$ cat src/rtl/mul_div_unit.sv
// Iterative multiply/divide unit with architectural HI/LO registers.
// Radix-2 shift-add multiply and restoring divide share one 2*WIDTH accumulator.
module mul_div_unit #(
    parameter int WIDTH = 32,
    localparam int CNT_W = $clog2(WIDTH + 1)
) (
    input  logic             clk,
    input  logic             rst,
    input  logic             start,
    input  logic [2:0]       op,
    input  logic [WIDTH-1:0] a,
    input  logic [WIDTH-1:0] b,
    input  logic             cancel,
    output logic [WIDTH-1:0] hi,
    output logic [WIDTH-1:0] lo,
    output logic             busy,
    output logic             done,
    output logic             div_by_zero
);

    typedef enum logic [1:0] {IDLE, CALC, FIX} state_t;

    state_t             state;
    logic [CNT_W-1:0]   cnt;
    logic [2*WIDTH-1:0] acc;
    logic [WIDTH-1:0]   opnd;
    logic               is_div;
    logic               neg_q;
    logic               neg_r;
    logic               dz;

    logic               a_neg;
    logic               b_neg;
    logic [WIDTH-1:0]   abs_a;
    logic [WIDTH-1:0]   abs_b;
    logic [WIDTH:0]     mul_sum;
    logic [WIDTH:0]     div_trial;
    logic [2*WIDTH-1:0] mul_next;
    logic [2*WIDTH-1:0] div_next;
    logic [2*WIDTH-1:0] prod_fix;
    logic [WIDTH-1:0]   quo_fix;
    logic [WIDTH-1:0]   rem_fix;

    // acc holds {partial product, multiplier} for mul and {remainder, quotient} for div.
    always_comb begin
        a_neg     = op[0] & a[WIDTH-1];
        b_neg     = op[0] & b[WIDTH-1];
        abs_a     = a_neg ? -a : a;
        abs_b     = b_neg ? -b : b;
        mul_sum   = {1'b0, acc[2*WIDTH-1:WIDTH]} + (acc[0] ? {1'b0, opnd} : {(WIDTH+1){1'b0}});
        mul_next  = {mul_sum, acc[WIDTH-1:1]};
        div_trial = {acc[2*WIDTH-1:WIDTH], acc[WIDTH-1]} - {1'b0, opnd};
        div_next  = div_trial[WIDTH] ? {acc[2*WIDTH-2:0], 1'b0}
                                     : {div_trial[WIDTH-1:0], acc[WIDTH-2:0], 1'b1};
        prod_fix  = neg_q ? -acc : acc;
        // A zero divisor leaves |a| as the remainder, so the sign fix below restores a.
        quo_fix   = dz ? {WIDTH{1'b1}} : (neg_q ? -acc[WIDTH-1:0] : acc[WIDTH-1:0]);
        rem_fix   = neg_r ? -acc[2*WIDTH-1:WIDTH] : acc[2*WIDTH-1:WIDTH];
    end

    assign busy = (state != IDLE);

    always_ff @(posedge clk or posedge rst) begin
        if (rst) begin
            state       <= IDLE;
            cnt         <= '0;
            acc         <= '0;
            opnd        <= '0;
            is_div      <= 1'b0;
            neg_q       <= 1'b0;
            neg_r       <= 1'b0;
            dz          <= 1'b0;
            hi          <= '0;
            lo          <= '0;
            done        <= 1'b0;
            div_by_zero <= 1'b0;
        end else begin
            done        <= 1'b0;
            div_by_zero <= 1'b0;
            case (state)
                IDLE: begin
                    if (start && !cancel) begin
                        case (op)
                            3'b100: hi <= a;
                            3'b101: lo <= a;
                            3'b000, 3'b001, 3'b010, 3'b011: begin
                                acc    <= {{WIDTH{1'b0}}, (op[1] ? abs_a : abs_b)};
                                opnd   <= op[1] ? abs_b : abs_a;
                                is_div <= op[1];
                                neg_q  <= a_neg ^ b_neg;
                                neg_r  <= op[1] & a_neg;
                                dz     <= op[1] && (b == '0);
                                cnt    <= CNT_W'(WIDTH);
                                state  <= CALC;
                            end
                            default: ;
                        endcase
                    end
                end
                CALC: begin
                    if (cancel) begin
                        state <= IDLE;
                    end else begin
                        acc <= is_div ? div_next : mul_next;
                        cnt <= cnt - CNT_W'(1);
                        if (cnt == CNT_W'(1)) state <= FIX;
                    end
                end
                FIX: begin
                    state <= IDLE;
                    if (!cancel) begin
                        if (is_div) begin
                            hi          <= rem_fix;
                            lo          <= quo_fix;
                            div_by_zero <= dz;
                        end else begin
                            {hi, lo} <= prod_fix;
                        end
                        done <= 1'b1;
                    end
                end
                default: state <= IDLE;
            endcase
        end
    end

endmodule
$ cat config.mk
export PLATFORM = sky130hd
export DESIGN_NAME = mul_div_unit
export DESIGN_NICKNAME = d
export VERILOG_FILES = /design/src/rtl/mul_div_unit.sv
export SDC_FILE = /design/constraint.sdc
export NUM_CORES = 1
export LEC_CHECK = 0
export CAP_MARGIN = 10
export CORE_ASPECT_RATIO = 1.5
export CORE_MARGIN = 4
export CORE_UTILIZATION = 55
export DETAILED_ROUTE_END_ITERATION = 6
export PLACE_DENSITY = 0.79
export SKIP_CTS_REPAIR_TIMING = 1
export SLEW_MARGIN = 20
export SYNTH_ARGS = -nofsm -noshare
export SYNTH_HDL_FRONTEND = slang
export SYNTH_SLANG_ARGS = --single-unit
export TNS_END_PERCENT = 1
$ cat constraint.sdc
create_clock -name clk -period 7.6 [get_ports clk]
set_input_delay 1.14 -clock clk [delete_from_list [all_inputs] [get_ports clk]]
set_output_delay 1.14 -clock clk [all_outputs]
set_load 0.01 [all_outputs]
==> results of run 1 <==
-- area by class of cell --
type / count / share of cell area
Sequential cell: 174 / 0.256
Antenna cell: 1 / 0.000147
Inverter: 74 / 0.0166
Multi-Input combinational cell: 1559 / 0.576
Timing Repair Buffer: 156 / 0.0888
Clock inverter: 13 / 0.0115
Tap cell: 337 / 0.0248
Clock buffer: 19 / 0.0266
-- worst paths after layout --
path / end / cells after the start / slack (ns)
min in group asynchronous: acc[62] / 2 / 1.17
max in group asynchronous: lo[18] / 3 / 5.12
setup / recovery: acc[26] / 11 / 3.06
hold reg to reg: lo[22] / 2 / 0.48
hold / removal: lo[22] / 2 / 0.48
setup reg to reg: acc[62] / 13 / 3.07
-- metal layers --
metal | vias to the layer above | track usage | share of wire
met1 | 7185 | 0.423 | 0.36
met2 | 739 | 0.606 | 0.48
met5 | - | 0 | 0
met3 | 225 | 0.0499 | 0.067
li1 | 6998 | - | -
met4 | 0 | 0.282 | 0.094
-- flip-flops by register name (all words and copies together) (netlist names) --
register,cells
done,1
is_div,1
hi,32
acc,64
opnd,32
neg_q,1
lo,32
cnt,6
neg_r,1
div_by_zero,1
state,2
dz,1
-- cells in the final DEF (no fill, tap or decap), types with 27 or more instances in the layout --
cell | synthesis | final
dfrtp_1 | 174 | 173
o21ai_1 | 29 | 27
xor2_1 | 61 | 60
o31ai_1 | 28 | 28
inv_1 | 74 | 73
o21ai_0 | 202 | 202
a21o_1 | 33 | 33
nor3_1 | 35 | 35
xnor2_1 | 114 | 114
clkdlybuf4s50_1 | 0 | 136
mux2i_1 | 60 | 60
a21oi_1 | 178 | 178
o22ai_1 | 36 | 36
nor2_1 | 193 | 192
ha_1 | 70 | 70
nand2_1 | 204 | 204
-- power by group --
group	internal, mW	total, mW	switching, mW
clock	0.576	0.991	0.415
sequential	1.21	1.74	0.533
combinational	1.51	3.53	2.02
-- worst reg2reg max path: stages (launching register included) --
cell and delay, ns:
dfrtp_1 0.52, inv_1 0.17, buf_4 0.36, nor2_1 0.13, ha_1 0.33, a2111oi_0 0.36, o21ai_0 0.27, a31oi_1 0.32
o21ai_0 0.36, a311oi_1 0.49, o21ai_1 0.25, and4b_1 0.26, o41ai_1 0.40, o211ai_1 0.16
-- kinds of logic (layout without fill, tap and decap cells) --
logic type | Yosys count | in the layout | share of synthesized area
adder cells (fa/ha/maj) | 72 | 72 | 0.0617
buffers and inverters | 194 | 262 | 0.0493
AND/OR/NAND/NOR | 597 | 597 | 0.185
AO/OA/AOI/OAI | 652 | 652 | 0.264
XOR/XNOR | 175 | 175 | 0.103
other | 0 | 1 | 0
flip-flops | 174 | 174 | 0.293
multiplexers | 63 | 63 | 0.0427
==> run summary, run 1 <==
Final Util: 0.641
Leading post-synthesis cells by cell area: dfrtp_1 (29%), o21ai_0 (6.8%), xnor2_1 (6.7%)
Final WS setup: 3.06 ns
Leakage power: 7.18 nW
Critical-path top delay cell: clkdlybuf4s50_1
Total CTS buffers: 17
Worst VDD drop: 0.439 mV
DR vias: 15,100
Most frequent CP cell: nand2_1
Share of cells above drive strength 1: 0.0441
Placed cell area: 0.0164 mm²
Top cells by count, synth: nand2_1 (204), o21ai_0 (202), nor2_1 (193), a21oi_1 (178), dfrtp_1 (174)
Pwr Density: 368 mW/mm²
Post-DP HPWL: 41.8 mm
Yosys reg bits: 174
CP top delay family: simple AND/OR/NAND/NOR gates
Final nets: 2,125
Drt first pass iters: 6
Die Area: 0.0297 mm²
Hold WC Path Type: register to register
Gpl congestion: 0.985
Synth Flop Type: dfrtp_1
GRT overflow: 0
Count leader, synth: nand2_1
Min Hold Slack: 0.485 ns
Area occupied by multi-input gates: 0.00981 mm²
Clock Pin Slew Worst Setup and Hold Paths: 0.07 ns
CTS H-tree lvls: 4
CP peak stage delay: 0.61 ns
Slew Viols, Final: 0
Cell total after placement: 2,300
Pin count of the biggest net entering global routing: 115
Finish-stage setup viols: 0
Sequential cell area: 0.00436 mm²
Area Growth Syn to Fin: 14.7%
Vias per std cell: 6.49
Post-route DRC violation count: 0
Status: finished, final reports clean
Design area: 0.0170 mm²
Critical path buffer and inverter count: 1
Final wirelength: 54.8 mm
Dpl ws: 2.85 ns
Worst slew pin tran: 1.08 ns
Post-synth ARST share: 1.00
Max Root-Sink Buffers: 2
Fmax: 220 MHz
Initial antenna violation count: 1
Die Y: 209 µm
Core area: 0.0266 mm²
EDFF count, synth: 0
# IOs: 138
Antenna Violating Nets Remaining: 0
Reg2reg start: acc[0]
Rows: 73
Total chip power: 6.26 mW
Clock tree sinks: 174
Worst slew margin: 0.280
CP Capture Type: register
Clk root buf: clkbuf_16
Max Cap Viol: 0
Routed len/inst: 23.5 µm
Yosys cell types: 68
Worst EP arrival: 4.87 ns
Worst path cell trace: clkdlybuf4s50_1, or4_1, nor4_1, nor4b_1, nand2_1, or3_1, o21ai_0, xnor2_1, nand2_1, o21ai_1, a221o_1
WP data required: 7.93 ns
Synthesized area: 0.0148 mm²
Hold_sp: lo[22]
Worst-skew pair later-pin latency: 0.45 ns
RSZ-0062 raised after global routing: false
Synthesized area per cell: 7.70 µm²
Top cell type's share of synthesized area: 0.293
Input/output buffers: 137
All-layer global routing usage: 0.367
Seq/Total Area, Yosys: 0.293
Fin Setup TNS: 0 ns
CTS tree: done
Syn. warnings: 0
First-pass GRT wire length: 84.8 mm
CP Max Fanout: 7
DRT iter0 DRCs: 1,533
Post-synthesis net count: 2,070
Vias in the first global route: 14,900
Final count of hold timing violations: 0
Post-Layout Cell Count: 2,333
Die width: 142 µm
Post-synthesis cell count: 1,927
Kind of critical path: input pin to register
Clock skew: 0.0148 ns
CP startpoint: a[11]
Final Critical Period: 4.54 ns
Starting Density: 0.558
# fillers: 2,325
Synth area leader: dfrtp_1
Startpoint Class: input pin
Final Cycle Share: 0.597
Power figures use the tool's default switching activity.
==> run 2: changes to the inputs <==
--- a/config.mk
+++ b/config.mk
@@ -8,9 +8,9 @@
 export CAP_MARGIN = 10
 export CORE_ASPECT_RATIO = 1.5
 export CORE_MARGIN = 4
-export CORE_UTILIZATION = 55
+export CORE_UTILIZATION = 54
 export DETAILED_ROUTE_END_ITERATION = 6
-export PLACE_DENSITY = 0.79
+export PLACE_DENSITY = 0.81
 export SKIP_CTS_REPAIR_TIMING = 1
 export SLEW_MARGIN = 20
 export SYNTH_ARGS = -nofsm -noshare
==> constraint.sdc (replaced) <==
create_clock -name clk -period 4.1 [get_ports clk]
set_input_delay 0.615 -clock clk [delete_from_list [all_inputs] [get_ports clk]]
set_output_delay 0.615 -clock clk [all_outputs]
set_load 0.01 [all_outputs]
==> run 2 against run 1 <==
Net effect:
- register-to-register slack worse by 2.8 ns
- routed wire length is 3.6% higher
- clock power is 64% higher
- critical path depth is 5 higher
- sequential share of layout area is 0.82 points lower
- combinational power is 110% higher
- worst hold slack worse by 0.0028 ns
- sequential power is 64% higher
- highest routed layer unchanged
==> run summary, run 2 (same netlist as run 1, synthesis figures left out) <==
Pin count of the biggest net entering global routing: 122
Clk root buf: clkbuf_16
Starting Density: 0.547
Worst EP arrival: 4.19 ns
Post-DP HPWL: 44.5 mm
Kind of critical path: register to register
Placed cell area: 0.0170 mm²
Area Growth Syn to Fin: 18.6%
Max Root-Sink Buffers: 2
Startpoint Class: register
Antenna Violating Nets Remaining: 0
Initial antenna violation count: 0
Max reg flops: 64
Final count of hold timing violations: 0
Gpl congestion: 0.987
RSZ-0062 raised after global routing: false
DR vias: 15,500
First-pass GRT wire length: 85.9 mm
Post-route DRC violation count: 0
Post-Layout Cell Count: 2,417
Clock power frac: 0.137
Worst VDD drop: 0.455 mV
Die width: 143 µm
Share of cells above drive strength 1: 0.0819
Seq pwr share: 0.240
Pwr Density: 678 mW/mm²
WP data required: 4.43 ns
Vias per std cell: 6.41
Final Cycle Share: 0.941
Routed len/inst: 23.5 µm
Hold WC Path Type: register to register
Clock tree sinks: 174
Worst-skew pair later-pin latency: 0.46 ns
Design area: 0.0176 mm²
Slew Viols, Final: 0
CTS tree: done
Die Y: 211 µm
Worst slew margin: 0.393
DRT iter0 DRCs: 1,334
Final nets: 2,205
CP Capture Type: register
Clock skew: 0.0118 ns
Worst r2r path cells: 16
CP Max Fanout: 7
Clock Pin Slew Worst Setup and Hold Paths: 0.07 ns
Final Critical Period: 3.86 ns
Internal Pwr Total: 6.25 mW
Fmax: 259 MHz
Most common cell after layout, fill and taps aside: nand2_1
Drt first pass iters: 6
Die Area: 0.0303 mm²
Largest register by flop count: acc
Cell total after placement: 2,385
Comb power frac: 0.624
Vias in the first global route: 15,400
Rows: 74
Worst slew pin tran: 0.910 ns
Cell depth of the worst min-delay path: 2
Final wirelength: 56.7 mm
Most frequent cells in the layout: nand2_1 (203), o21ai_0 (202), nor2_1 (192)
Finish-stage setup viols: 0
Max Cap Viol: 0
All-layer global routing usage: 0.373
Fin Setup TNS: 0 ns
GRT overflow: 0
Status: finished, final reports clean
# IOs: 138
Leakage power: 7.53 nW
Sw Ratio: 0.476
Psw: 5.67 mW
CTS H-tree lvls: 4
Input/output buffers: 137
Ant diodes: 0
Total CTS buffers: 17
Core area: 0.0271 mm²
==> run 2: final cells by class <==
| cell class | count | area, µm² |
|---|---|---|
| Fill cell | 2396 | 9530 |
| Multi-Input combinational cell | 1559 | 9810 |
| Tap cell | 342 | 428 |
| Timing Repair Buffer | 236 | 2150 |
| Sequential cell | 174 | 4360 |
| Inverter | 74 | 285 |
| Clock inverter | 14 | 134 |
| Clock buffer | 18 | 429 |
==> run 2: path summary, 6_finish.rpt <==
kind / startpoint / endpoint / slack, ns
setup / recovery: acc[0] / acc[62] / 0.24
hold / removal: hi[15] / hi[15] / 0.48
min in group asynchronous: rst / hi[26] / 0.50
max in group asynchronous: rst / opnd[7] / 2.61
hold reg to reg: hi[15] / hi[15] / 0.48
setup reg to reg: acc[0] / acc[62] / 0.24
==> run 2: per-layer routing <==
layer	track usage	up-vias	wire length (µm)
met5	0	-	0
met4	0.300	0	5770
met3	0.0442	249	2920
met2	0.648	710	28300
met1	0.402	7381	19700
li1	-	7160	-
==> run 2: stage by stage <==
step                total power [mW]  hold slack [ns]  worst slack, ns   util
finish                          11.9            0.482            0.244  0.649
global route                    12.7            0.499           0.0169  0.649
CTS                             11.8            0.487            0.125  0.648
detailed placement              10.2            0.470            0.121  0.627
global placement                10.1            0.461            0.189  0.627
floorplan                       7.49            0.450            0.491      -
==> run 2: power by group through the flow <==
stage          logic (mW)  registers [mW]  clock network, mW
2_1_floorplan        4.68            2.81                  0
3_3_place_gp         7.21            2.84                  0
3_5_place_dp         7.30            2.86                  0
4_1_cts              7.35            2.83               1.63
5_1_grt              8.08            2.91               1.71
6_report             7.44            2.86               1.63
==> run 2: critical path, stage by stage (launching register included) <==
cell      delay [ns]
dfrtp_1         0.41
buf_4           0.19
nand2_1         0.12
inv_1           0.05
ha_1            0.27
a21o_1          0.14
a21oi_1         0.11
o21ai_0         0.43
a31oi_1         0.19
o21ai_0         0.53
a311oi_1        0.18
buf_4           0.18
o21ai_1         0.16
buf_4           0.17
a21oi_1         0.07
o41ai_1         0.38
o211ai_1        0.13
